## config.mk

```make
export PLATFORM = sky130hd
export DESIGN_NAME = truth_table_engine
export DESIGN_NICKNAME = d
export VERILOG_FILES = /design/src/rtl/tte_pkg.sv /design/src/rtl/sweep_counter.sv /design/src/rtl/truth_table_engine.sv
export SDC_FILE = /design/constraint.sdc
export NUM_CORES = 1
export LEC_CHECK = 0
export CAP_MARGIN = 20
export CORE_AREA = 3 3 57 59
export DETAILED_ROUTE_END_ITERATION = 16
export DIE_AREA = 0 0 60 62
export PLACE_DENSITY = 0.62
export SLEW_MARGIN = 0
export SYNTH_ARGS = -nofsm -noshare
export SYNTH_HDL_FRONTEND = slang
export SYNTH_SLANG_ARGS = --single-unit
```

## constraint.sdc

```tcl
create_clock -name clk -period 3.84 [get_ports clk]
set_input_delay 0.576 -clock clk [delete_from_list [all_inputs] [get_ports clk]]
set_output_delay 0.576 -clock clk [all_outputs]
set_load 0.05 [all_outputs]
```

## src/rtl/tte_pkg.sv

```systemverilog
// Shared types and constants for the programmable truth-table engine.
package tte_pkg;

  typedef enum logic [1:0] {
    IDLE  = 2'd0,
    SWEEP = 2'd1,
    DONE  = 2'd2
  } tte_state_e;

  localparam logic MODE_LIVE  = 1'b0;
  localparam logic MODE_SWEEP = 1'b1;

  // Number of truth-table entries for an n-input function.
  function automatic int unsigned depth_of(input int unsigned n_in);
    return 32'(1) << n_in;
  endfunction

endpackage

```

## src/rtl/sweep_counter.sv

```systemverilog
// N-bit up-counter that walks the input space during an exhaustive sweep.
module sweep_counter #(
  parameter int unsigned W = 3
) (
  input  logic         clk,
  input  logic         rst,
  input  logic         clr,
  input  logic         en,
  output logic [W-1:0] count,
  output logic         terminal_c
);

  // Count register: clear wins over enable; wraps naturally at all-ones.
  always_ff @(posedge clk) begin
    if (rst || clr) begin
      count <= '0;
    end else if (en) begin
      count <= count + W'(1);
    end
  end

  // Terminal count: last vector of the input space is being applied.
  assign terminal_c = &count;

endmodule

```

## src/rtl/truth_table_engine.sv

```systemverilog
// Serially loadable N-input truth table with live evaluation and minterm sweep.
module truth_table_engine
  import tte_pkg::*;
#(
  parameter int unsigned N_IN = 3
) (
  input  logic            clk,
  input  logic            rst,
  input  logic            load_en,
  input  logic            load_bit,
  input  logic            mode,
  input  logic            start,
  input  logic [N_IN-1:0] in_vec,
  output logic            X,
  output logic [N_IN-1:0] sweep_vec,
  output logic            busy,
  output logic            done,
  output logic [N_IN:0]   ones_count
);

  localparam int unsigned DEPTH = depth_of(N_IN);

  tte_state_e       state_q;
  logic [DEPTH-1:0] table_q;
  logic             start_go_c;
  logic             cnt_en_c;
  logic             terminal_c;

  // Start is honoured only from IDLE in sweep mode and loses to a load.
  assign start_go_c = (state_q == IDLE) && start && !load_en && (mode == MODE_SWEEP);
  assign cnt_en_c   = (state_q == SWEEP);

  sweep_counter #(
    .W (N_IN)
  ) u_sweep_counter (
    .clk        (clk),
    .rst        (rst),
    .clr        (start_go_c),
    .en         (cnt_en_c),
    .count      (sweep_vec),
    .terminal_c (terminal_c)
  );

  // Control FSM, table shift register and registered outputs.
  always_ff @(posedge clk) begin
    if (rst) begin
      state_q    <= IDLE;
      table_q    <= '0;
      X          <= 1'b0;
      busy       <= 1'b0;
      done       <= 1'b0;
      ones_count <= '0;
    end else begin
      case (state_q)
        IDLE: begin
          done <= 1'b0;
          if (mode == MODE_LIVE) begin
            X <= table_q[in_vec];
          end
          if (load_en) begin
            table_q <= {table_q[DEPTH-2:0], load_bit};
          end else if (start_go_c) begin
            state_q    <= SWEEP;
            busy       <= 1'b1;
            ones_count <= '0;
          end
        end
        SWEEP: begin
          X          <= table_q[sweep_vec];
          ones_count <= ones_count + (N_IN+1)'(table_q[sweep_vec]);
          if (terminal_c) begin
            state_q <= DONE;
            done    <= 1'b1;
          end
        end
        DONE: begin
          state_q <= IDLE;
          busy    <= 1'b0;
          done    <= 1'b0;
        end
        default: begin
          state_q <= IDLE;
          busy    <= 1'b0;
          done    <= 1'b0;
        end
      endcase
    end
  end

endmodule

```

==> metrics.txt <==
Min-Delay Path Class reg -> reg; share of layout cells above drive strength 1 0.1111; Max VDD drop 0.1729 mV; total gr overflow 0; Worst slew margin 0.5944; clock skew 0.009615 ns; synthesized area 913.4 um2; Clock Sinks 20; Synth top area share 0.4384; grt met1 use 0.1551; buffer levels on the longest clock path 2; Iter 0 DRT Violations 17; met2 Track Usage GR 0.1682; Netlist cell types 26; Logic pwr share 0.138; unrepaired setup endpoints after global routing no; most frequent cells after synthesis 20 x dfxtp_1, 17 x nor2_1, 8 x mux2i_1; cell-internal power 271.9 uW; sequential power share 0.594; R2R Path End ones_count[3]$_SDFFE_PP0P_; Place WS 1.645 ns; Area growth syn-to-layout 25.07%; via count 702; Starting Density 0.3312; Tot GR Track Use 0.1168; crit path max fanout 5; Post-CTS Setup Bufs 0; routability congestion estimate 0.7943; Finish-stage setup viols 0; Worst Setup EP sweep_vec[0]; # IOs 19; placed insts 136; routed length per instance 13.41 um; Lkg Pwr 0.0004452 uW; critical path class reg -> out; Worst Max-Slew Pin Slew 0.6065 ns; post-synthesis sequential area ratio 0.4384; Clock Latency Late Sink 0.29 ns; max-cap viol count 0; status finished, final reports clean; worst r2r src u_sweep_counter.count[0]$_SDFFE_PP0P_; largest net degree at the start of global routing 17; # diodes 0; clock network power share 0.268; Worst R2R Setup Slack 1.70 ns; fmax 449.5 MHz; Most used DFF post-synth dfxtp_1; port bufs 18; Final Non-Filler Cells 139; Final period util 0.5793; worst path required time 3.26 ns; # fillers 280; Critical Path Sink Type output pin; Syn Nets 103; crit path max-delay cell type clkdlybuf4s50_1; Yosys warning total 0; post-synth top area cell dfxtp_1; worst-case reg-to-reg path depth 7; DRC errors left 0; Fin Setup TNS 0 ns; GRT busiest layer met2; dpl hpwl 1.397 mm; final hold vios 0; final instance area 1142 um2; TritonCTS clock tree yes; initial antenna violation count 0; number of synthesized flops with an enable pin 0; Sw Pwr 92.15 uW; DIE AREA 3720 um2; Layout Nets 123; Final Worst Setup Slack 1.615 ns; hold slack 0.4994 ns; Worst EP arrival 1.65 ns; met3 Use GR 0.03512; Worst-path clk slew 0.11 ns; chip width 60 um; Largest stage delay, worst path 0.86 ns; critical path depth 1; synth top area cells dfxtp_1 44%, mux2i_1 8.8%, mux4_2 7.4%; crit-path leading delay family buffers and inverters; first-pass GRT wire length 3.139 mm; Max H-tree Level 1; switching share of power 0.2532; PwrDens 318.6 nW/um2; Buf/Inv on CP 1; clock root buffer clkbuf_4; CORE AREA 2758 um2; post_cts resized 0; number of detailed-route iterations in the first pass 4; final wirelength 1.864 mm; most common cell in the synthesized netlist dfxtp_1; cell chain of the critical path clkdlybuf4s50_1; fin crit period 2.225 ns; Worst Setup SP u_sweep_counter.count[0]$_SDFFE_PP0P_; antenna-violating nets left 0; # rows 19; hold_buf cts 0; CP Launch Type flip-flop; cts bufs inserted 3; post-synthesis register bit count 20; Mapped Avg Cell Area 10.15 um2; Max Slew Vio Count 0; ys async rst share 0; Post-Syn Instances 90; Vias/cell 5.050; die height 62 um; vias in the first global route 666; Placement Cell Area 1120 um2
==> logic make-up (layout without fill, tap and decap cells) <==
logic type,count (synthesis),count (layout),synth area share
simple gates,31,31,0.1562
flops,20,20,0.4384
mux,14,14,0.1986
compound gates,13,13,0.1014
buf+inv,5,23,0.02192
fa+ha+maj,4,4,0.05480
xor+xnor,3,3,0.02877
==> area by class of cell <==
cell class / instances / area [um2] / share of cell area
clock buffers: 3 / 22.52 / 0.01972
inverters: 2 / 7.507 / 0.006572
multi-input cells: 65 / 493.0 / 0.4315
flip-flops and latches: 20 / 400.4 / 0.3505
well taps: 31 / 38.79 / 0.03395
repair buffers: 18 / 180.2 / 0.1577
==> power groups by stage <==
stage | clock network, uW | logic [uW] | registers, uW
CTS | 102 | 50.5 | 216
global placement | 0 | 49.7 | 221
detailed placement | 0 | 50.5 | 221
floorplan | 0 | 24.6 | 228
global route | 113 | 54.3 | 217
finish | 97.6 | 50.1 | 216
==> metrics by stage <==
step,util,power (uW)
3_5_place_dp,0.4061,271.4
3_3_place_gp,0.4061,270.4
6_report,0.4142,364.0
2_1_floorplan,-,252.3
5_1_grt,0.4142,385.0
4_1_cts,0.4142,369.2
==> metal layers <==
| metal | share of wire | wire length [um] |
|---|---|---|
| met5 | 0 | 0 |
| met1 | 0.47 | 885 |
| met2 | 0.47 | 879 |
| met3 | 0.042 | 79 |
| met4 | 0.011 | 20 |
==> flip-flops by register name, summed over array words and instances, names as in the netlist <==
register and count:
u_sweep_counter.count 3, state_q 2, done 1, X 1
table_q 8, busy 1, ones_count 4
==> how the worst min path moves through the flow <==
stage,startpoint,end,cells after the start
6_report,done$_SDFFE_PP0P_,done$_SDFFE_PP0P_,2
2_1_floorplan,state_q[1]$_SDFFE_PP0P_,busy$_SDFFE_PP0P_,1
3_3_place_gp,done$_SDFFE_PP0P_,done$_SDFFE_PP0P_,2
4_1_cts,done$_SDFFE_PP0P_,done$_SDFFE_PP0P_,2
5_1_grt,state_q[1]$_SDFFE_PP0P_,busy$_SDFFE_PP0P_,1
3_5_place_dp,done$_SDFFE_PP0P_,done$_SDFFE_PP0P_,2
==> layout by cell type (no fill, tap or decap), types with 2 or more instances in the layout <==
master	count
mux4_2	3
xor2_1	2
ha_1	4
nor2_1	17
o21ai_0	2
a21oi_1	3
dfxtp_1	20
mux2_2	3
nor3_1	2
a22oi_1	2
inv_1	2
clkdlybuf4s50_1	18
and3_1	2
mux2i_1	8
clkbuf_4	3
o211ai_1	2
nand2_1	6
(Power assumes the default switching activity.)
